<file path="src/rtl/block_split_fifo_if.sv">
// rtl/block_split_fifo_if.sv - producer/consumer signal bundle for block_split_fifo
interface block_split_fifo_if #(
    parameter int BLOCK_W = 64,
    parameter int DEPTH   = 4
);
    localparam int H  = BLOCK_W / 2;
    localparam int CW = $clog2(DEPTH) + 1;

    logic [BLOCK_W-1:0] in_data;
    logic               in_swap;
    logic               in_valid;
    logic               in_ready;
    logic [H-1:0]       L_out;
    logic [H-1:0]       R_out;
    logic               out_valid;
    logic               out_ready;
    logic [CW-1:0]      count;

    modport slave (
        input  in_data, in_swap, in_valid, out_ready,
        output in_ready, L_out, R_out, out_valid, count
    );

    modport master (
        output in_data, in_swap, in_valid, out_ready,
        input  in_ready, L_out, R_out, out_valid, count
    );
endinterface

</file>
<file path="src/rtl/block_split_fifo.sv">
// rtl/block_split_fifo.sv - FIFO that splits each block into L/R halves, optional swap at write
module block_split_fifo #(
    parameter int BLOCK_W = 64,
    parameter int DEPTH   = 4
) (
    input  logic               clk,
    input  logic               rst,
    block_split_fifo_if.slave  bus
);
    localparam int H  = BLOCK_W / 2;
    localparam int AW = $clog2(DEPTH);
    localparam int CW = AW + 1;

    logic [AW-1:0] wr_ptr_q, wr_ptr_d;
    logic [AW-1:0] rd_ptr_q, rd_ptr_d;
    logic [CW-1:0] count_q, count_d;
    logic [H-1:0]  mem_l_q [DEPTH];
    logic [H-1:0]  mem_r_q [DEPTH];
    logic          push, pop;
    logic [H-1:0]  wr_l, wr_r;

    // Handshake flags come only from the registered count, so out_ready never reaches in_ready.
    assign bus.in_ready  = (count_q != CW'(DEPTH));
    assign bus.out_valid = (count_q != '0);
    assign push          = bus.in_valid & bus.in_ready;
    assign pop           = bus.out_valid & bus.out_ready;

    assign wr_l = bus.in_swap ? bus.in_data[H-1:0]       : bus.in_data[BLOCK_W-1:H];
    assign wr_r = bus.in_swap ? bus.in_data[BLOCK_W-1:H] : bus.in_data[H-1:0];

    // Storage is never cleared, so the visible halves are masked to zero while empty.
    assign bus.L_out = bus.out_valid ? mem_l_q[rd_ptr_q] : '0;
    assign bus.R_out = bus.out_valid ? mem_r_q[rd_ptr_q] : '0;
    assign bus.count = count_q;

    always_comb begin
        wr_ptr_d = wr_ptr_q;
        rd_ptr_d = rd_ptr_q;
        count_d  = count_q;
        if (push) begin
            wr_ptr_d = wr_ptr_q + AW'(1);
        end
        if (pop) begin
            rd_ptr_d = rd_ptr_q + AW'(1);
        end
        case ({push, pop})
            2'b10:   count_d = count_q + CW'(1);
            2'b01:   count_d = count_q - CW'(1);
            default: count_d = count_q;
        endcase
    end

    always_ff @(posedge clk) begin
        if (rst) begin
            wr_ptr_q <= '0;
            rd_ptr_q <= '0;
            count_q  <= '0;
        end else begin
            wr_ptr_q <= wr_ptr_d;
            rd_ptr_q <= rd_ptr_d;
            count_q  <= count_d;
        end
    end

    always_ff @(posedge clk) begin
        if (push && !rst) begin
            mem_l_q[wr_ptr_q] <= wr_l;
            mem_r_q[wr_ptr_q] <= wr_r;
        end
    end
endmodule

</file>
<file path="src/flat_wrapper.sv">
// flat-port wrapper written by rule: the top's interface ports become plain ports
module block_split_fifo_flat 
#(
    parameter int BLOCK_W = 64,
    parameter int DEPTH   = 4
)
  (clk, rst, bus_in_data, bus_in_swap, bus_in_valid, bus_out_ready, bus_in_ready, bus_L_out, bus_R_out, bus_out_valid, bus_count);
  block_split_fifo_if #(.BLOCK_W(BLOCK_W), .DEPTH(DEPTH)) bus_i ();
  input  logic clk;
  input  logic rst;
  input wire logic [$bits(bus_i.in_data)-1:0] bus_in_data;
  input wire logic [$bits(bus_i.in_swap)-1:0] bus_in_swap;
  input wire logic [$bits(bus_i.in_valid)-1:0] bus_in_valid;
  input wire logic [$bits(bus_i.out_ready)-1:0] bus_out_ready;
  output wire logic [$bits(bus_i.in_ready)-1:0] bus_in_ready;
  output wire logic [$bits(bus_i.L_out)-1:0] bus_L_out;
  output wire logic [$bits(bus_i.R_out)-1:0] bus_R_out;
  output wire logic [$bits(bus_i.out_valid)-1:0] bus_out_valid;
  output wire logic [$bits(bus_i.count)-1:0] bus_count;
  assign bus_i.in_data = bus_in_data;
  assign bus_i.in_swap = bus_in_swap;
  assign bus_i.in_valid = bus_in_valid;
  assign bus_i.out_ready = bus_out_ready;
  assign bus_in_ready = bus_i.in_ready;
  assign bus_L_out = bus_i.L_out;
  assign bus_R_out = bus_i.R_out;
  assign bus_out_valid = bus_i.out_valid;
  assign bus_count = bus_i.count;
  block_split_fifo #(.BLOCK_W(BLOCK_W), .DEPTH(DEPTH)) u_core (.clk(clk), .rst(rst), .bus(bus_i));
endmodule
</file>
<file path="config.mk">
export PLATFORM = sky130hd
export DESIGN_NAME = block_split_fifo_flat
export DESIGN_NICKNAME = d
export VERILOG_FILES = /design/src/rtl/block_split_fifo_if.sv /design/src/rtl/block_split_fifo.sv /design/src/flat_wrapper.sv
export SDC_FILE = /design/constraint.sdc
export NUM_CORES = 1
export LEC_CHECK = 0
export BUFFER_PORTS_ARGS = -buffer_cell sky130_fd_sc_hd__buf_2
export CAP_MARGIN = 10
export CORE_ASPECT_RATIO = 1.25
export CORE_MARGIN = 2
export CORE_UTILIZATION = 50
export DETAILED_ROUTE_END_ITERATION = 16
export GPL_TIMING_DRIVEN = 0
export MAX_ROUTING_LAYER = met4
export PLACE_DENSITY = 0.7
export SLEW_MARGIN = 0
export SYNTH_ARGS = -nofsm -noshare
export SYNTH_HDL_FRONTEND = slang
export SYNTH_SLANG_ARGS = --single-unit
</file>
<file path="constraint.sdc">
create_clock -name clk -period 13.3 [get_ports clk]
set_input_delay 0.665 -clock clk [delete_from_list [all_inputs] [get_ports clk]]
set_output_delay 0.665 -clock clk [all_outputs]
set_load 0.05 [all_outputs]
</file>
**After elaboration in Yosys (flattened, before gate mapping)**

Memory sizes are Yosys's and may differ from the RTL's. A register that Yosys moved wholly into a read port is not among the register bits.
Index checks and enable logic that the tools add are counted.

- Register bits: 7
- RAM bits: 256
- Input port bits: 69
- Output and inout port bits: 69
- Logic and storage cells: 29
- Memories kept: 2

Memories:

| name | depth | bits a word | rd ports | clocked after Yosys merged registers in | write ports | line | source |
|---|---|---|---|---|---|---|---|
| u_core.mem_l_q | 4 | 32 | 1 | 1 | 1 | block_split_fifo.sv:17 | `logic [H-1:0] mem_l_q [DEPTH];` |
| u_core.mem_r_q | 4 | 32 | 1 | 1 | 1 | block_split_fifo.sv:18 | `logic [H-1:0] mem_r_q [DEPTH];` |

- Add/subtract/negate cells: 4
- Equality and inequality tests: 3
- Muxes and demuxes: 11
- Bitwise operators: 2
- Reductions and logical operators: 4

Operators by type and width:

| cell | number |
|---|---|
| 2-to-1 mux 32 bit | 4 |
| 2-to-1 mux 2 bit | 4 |
| one-hot mux 3 bit (2 select lines) | 1 |
| adder 2 x 1 -> 2 bit (second input constant) | 2 |
| adder 3 x 1 -> 3 bit (second input constant) | 1 |
| inequality test 3 bit (second input constant) | 1 |
| nonzero test 3 bit | 1 |
| subtractor 3 x 1 -> 3 bit (second input constant) | 1 |
| bitwise AND 1 bit | 2 |
| equality test 2 x 1 -> 1 bit (second input constant) | 1 |
| equality test 2 bit (second input constant) | 1 |
| 2-to-1 mux 1 bit | 2 |
| nonzero test 2 bit | 1 |
| logical AND 1 bit | 1 |
| zero test 1 bit | 1 |

**Longest topological paths before layout**

- Depth in word-level cells: 5
- Mapped depth: 9

**Least setup slack after synthesis**

No wires, ideal clock.

- Path kind: reg2reg
- Start: register u_core.count_q[0] (netlist: u_core.bus.count[0])
- End: memory u_core.mem_l_q[1][0] (netlist name), enable pin
- Library setup time: 0.578 ns
- Data arrival time: 6.228 ns
- Path slack: 6.494 ns
- Stages on the path, launching flop included: 5
- Path through: dfxtp_1 or3b_1 and2_4 inv_1 nor3b_1

- Cells in the longest elaborated chain, start to end: 5

Ends and longest elaborated chain:

| item | line | source |
|---|---|---|
| start: declaration | block_split_fifo.sv:16 | `logic [CW-1:0] count_q, count_d;` |
| start signal: assignment | block_split_fifo.sv:61 | `count_q <= count_d;` |
| inequality test 3 bit | block_split_fifo.sv:23 | `assign bus.in_ready = (count_q != CW'(DEPTH));` |
| named net bus_in_ready | flat_wrapper.sv:15 | `output wire logic [$bits(bus_i.in_ready)-1:0] bus_in_ready;` |
| bitwise AND 1 bit | block_split_fifo.sv:25 | `assign push = bus.in_valid & bus.in_ready;` |
| logical AND 1 bit | block_split_fifo.sv:66 | `if (push && !rst) begin` |
| 2-to-1 mux 1 bit | block_split_fifo.sv:66 |  |
| 2-to-1 mux 1 bit (implied by the code) | block_split_fifo.sv:67 | `mem_l_q[wr_ptr_q] <= wr_l;` |
| end: declaration | block_split_fifo.sv:17 |  |

The timed path passes the listed nets, and every way through them passes these cells.

**Final worst setup path**

- Start: register u_core.count_q[0] (netlist: u_core.bus.count[0])
- End: output bus_L_out[7]

- Cells in the longest elaborated chain, start to end: 2

Ends and longest elaborated chain:

| item | line | source |
|---|---|---|
| nonzero test 3 bit | block_split_fifo.sv:24 | `assign bus.out_valid = (count_q != '0);` |
| 2-to-1 mux 32 bit | block_split_fifo.sv:32 | `assign bus.L_out = bus.out_valid ? mem_l_q[rd_ptr_q] : '0;` |
| end: declaration | flat_wrapper.sv:16 | `output wire logic [$bits(bus_i.L_out)-1:0] bus_L_out;` |

Every way passes these cells.

==> impl_metrics.yaml <==
logic_synthesis:
  synth_top_cells_by_area: "sky130_fd_sc_hd__edfxtp_1 70%, sky130_fd_sc_hd__mux4_2 12%, sky130_fd_sc_hd__mux2_2 6.6%"
  synth_adder_area_share_pct: 0.752
  netlist.area_leader.share_pct: 70.0
  yosysMostFrequentCell: "sky130_fd_sc_hd__edfxtp_1"
  syn-cell-area_um2: 11000
  synth.net_count: 603
  synth-main-ff-cell: "sky130_fd_sc_hd__edfxtp_1"
  ys_seq_area_share_pct: 71.7
  synth_edf_count: 256
  yosysUniqueCellTypes: 27
  synth_seq_cells: 265
  synth.mux.area_fraction_pct: 20.1
  synth.yosys.warnings: 0
  post_synth_and_or_nand_nor_area_fraction_pct: 4.58
  synth_area_leader_cell: "sky130_fd_sc_hd__edfxtp_1"
  synth.top_cells.by_count: "256 x sky130_fd_sc_hd__edfxtp_1, 64 x sky130_fd_sc_hd__and2_1, 64 x sky130_fd_sc_hd__mux2_2"
  synth_cells: 528
  synth_top_family_by_area: "multiplexers"
  async_flop_share_pct: 0
  synthXorXnorAreaFrac_pct: 0.319
  postSynthAreaPerCell_um2: 20.8
  synth-compound-area-share_pct: 0.285
power_and_ir_drop:
  total_power_mw: 2.78
  p_leak_nw: 4.62
  power-per-cell-area_nw_per_um2: 211
  ir_drop_v: 0.000155
flow_run:
  cap_viol_max_count: 0
layout:
  nFillCells: 1588
  final-instance-count-excl-fill: 1017
  layout.core_utilization_pct: 61.1
  final_area_um2: 13200
  area_delta_synth_final_pct: 19.9
  drive_above_1_share_pct: 47.1
  design.final.nets: 794
critical_path:
  critical_path.cell_chain: "or3_1 -> clkbuf_1 -> clkbuf_1 -> and2_1 -> buf_2"
  critical_path_end_type: "primary output"
  max_stage_delay_ns: 0.45
  timing_worst_setup_path_type: "reg2out"
  worstPathArrival_ns: 2.46
  cp_max_fo: 10
  crit_slowest_cell: "sky130_fd_sc_hd__dfxtp_1"
  ff2ff_path_depth: 9
  worst-endpoint-required_ns: 12.64
  timing.critical_path.from_type: "register"
  timing.critical_path.mode_cell: "sky130_fd_sc_hd__clkbuf_1"
  rrSetupSlack_ns: 10.74
timing:
  timing.setup.tns_ns: 0
  final-hold-violation-count: 0
  hold_slack_ns: 0.499
  rsz_0062_raised_after_global_routing: "no"
  min_period_over_period_pct: 23.5
  maxSlewViolCount: 0
  timing.slew.headroom_pct: 51.0
  fin_worst_skew_ns: 0.00951
  timing.fmax_ghz: 0.320
  layout_min_cycle_time_ns: 3.12
  setup_viol: 0
  timing.final.ws_setup_ns: 10.18
  worst_slew_pin_slew_ns: 0.732
placement:
  gp_congestion: 0.719
  detailed_placer_s_ending_hpwl_um: 15000
  dp_cells: 971
  pre_cts_slack_ns: 10.64
  io_buffer_count: 136
  place_area_um2: 12400
run_status:
  status: "completed"
clock_network:
  cts_tree: "built"
  htree_levels: 1
  cts.clk_slew.worst_paths_ns: 0.06
  clk_lat_worst_skew_ns: 0.51
  clock_root_buffer: "sky130_fd_sc_hd__clkbuf_16"
  cts.sink_count: 265
  cts_hold_repair.buffers: 0
  cts_inserted_buffers: 25
  clk_path_buf_depth: 3
  postCtsSetupRepairBufs: 0
  post_cts.resized_instances: 0
global_route:
  grt_start_max_net_pins: 15
  total_congestion_overflow: 0
  grt.total_usage_pct: 19.7
  grt_pass1_vias: 5996
  grt_pass1_wl_um: 33000
  number_of_antenna_violations_at_the_first_check_in_global_routing: 2
min_path:
  hold_path_depth: 3
  timing.hold.worst.class: "in2reg"
floorplan:
  io_pins: 138
  die-height_um: 170
  floorplan.rows: 60
  floorplan.die_area_um2: 23200
  initial_utilization_pct: 51.0
  dieWidth_um: 137
  placeableCoreArea_um2: 21500
routing:
  count_of_unresolved_drc_violations_after_routing: 0
  ant_nets: 0
  drt-vias-per-instance: 5.43
  detail_route.wl_per_cell_um: 21.4
  detailedRoute.firstPassIterationCount: 4
  post_detailed_routing_wire_length_um: 21800
  drtIter0Drc: 257
  via_count: 5523
## cell usage in the layout, fill, tap and decap left out, types with 5 or more instances in the layout
cell	Yosys	layout
sky130_fd_sc_hd__clkbuf_16	0	25
sky130_fd_sc_hd__buf_12	6	6
sky130_fd_sc_hd__and2_1	64	64
sky130_fd_sc_hd__mux2_2	64	64
sky130_fd_sc_hd__dfxtp_1	9	9
sky130_fd_sc_hd__inv_1	7	7
sky130_fd_sc_hd__buf_8	0	6
sky130_fd_sc_hd__nor2_1	8	8
sky130_fd_sc_hd__edfxtp_1	256	256
sky130_fd_sc_hd__ha_1	5	5
sky130_fd_sc_hd__buf_2	13	149
sky130_fd_sc_hd__clkbuf_1	8	17
sky130_fd_sc_hd__mux4_2	60	60
sky130_fd_sc_hd__buf_6	1	23
## kinds of logic after synthesis
group,count (synthesis)
adder cells (fa/ha/maj),6
buffers and inverters,36
AO/OA/AOI/OAI,5
XOR/XNOR,4
flip-flops,265
multiplexers,130
AND/OR/NAND/NOR,82
## report_power, final
| part | total [mW] | switching [mW] | internal [mW] |
|---|---|---|---|
| Combinational | 1.11 | 0.752 | 0.356 |
| Clock | 0.683 | 0.277 | 0.406 |
| Sequential | 0.991 | 0.0169 | 0.975 |
| Total | 2.78 | 1.05 | 1.74 |
## routing by layer
metal	track usage [%]	wire length, um
met1	24.4	8850
met2	34.0	11200
met3	3.14	1200
met4	4.85	465
met5	-	0
## state kept, by name, indices dropped and copies added (netlist names), named ones only
name / flops
u_core.bus.count: 3
u_core.mem_l_q: 128
u_core.mem_r_q: 128
u_core.rd_ptr_q: 2
u_core.wr_ptr_q: 2
## critical path, delay by kind of cell (launching register included)
| family | cells | cell delay, ns |
|---|---|---|
| flip-flops | 1 | 0.45 |
| AND/OR/NAND/NOR | 2 | 0.42 |
| buffers and inverters | 3 | 1.08 |
## path summary, 6_finish.rpt
check                       from                  end
min reg2reg   u_core.wr_ptr_q[1]   u_core.wr_ptr_q[1]
max reg2reg  u_core.bus.count[2]  u_core.bus.count[2]
min                          rst   u_core.wr_ptr_q[1]
max          u_core.bus.count[0]         bus_L_out[7]
## cell type report
class | instances | area, um2 | area share [%]
flip-flops and latches | 265 | 7870 | 59.8
diodes | 2 | 5.00 | 0.0380
repair buffers | 164 | 1020 | 7.74
clock buffers | 38 | 714 | 5.43
well taps | 279 | 349 | 2.65
clock inverters | 6 | 76.3 | 0.580
inverters | 7 | 26.3 | 0.200
plain buffers | 29 | 231 | 1.76
multi-input cells | 227 | 2870 | 21.8
No activity file was read; power rests on OpenSTA's default activity.
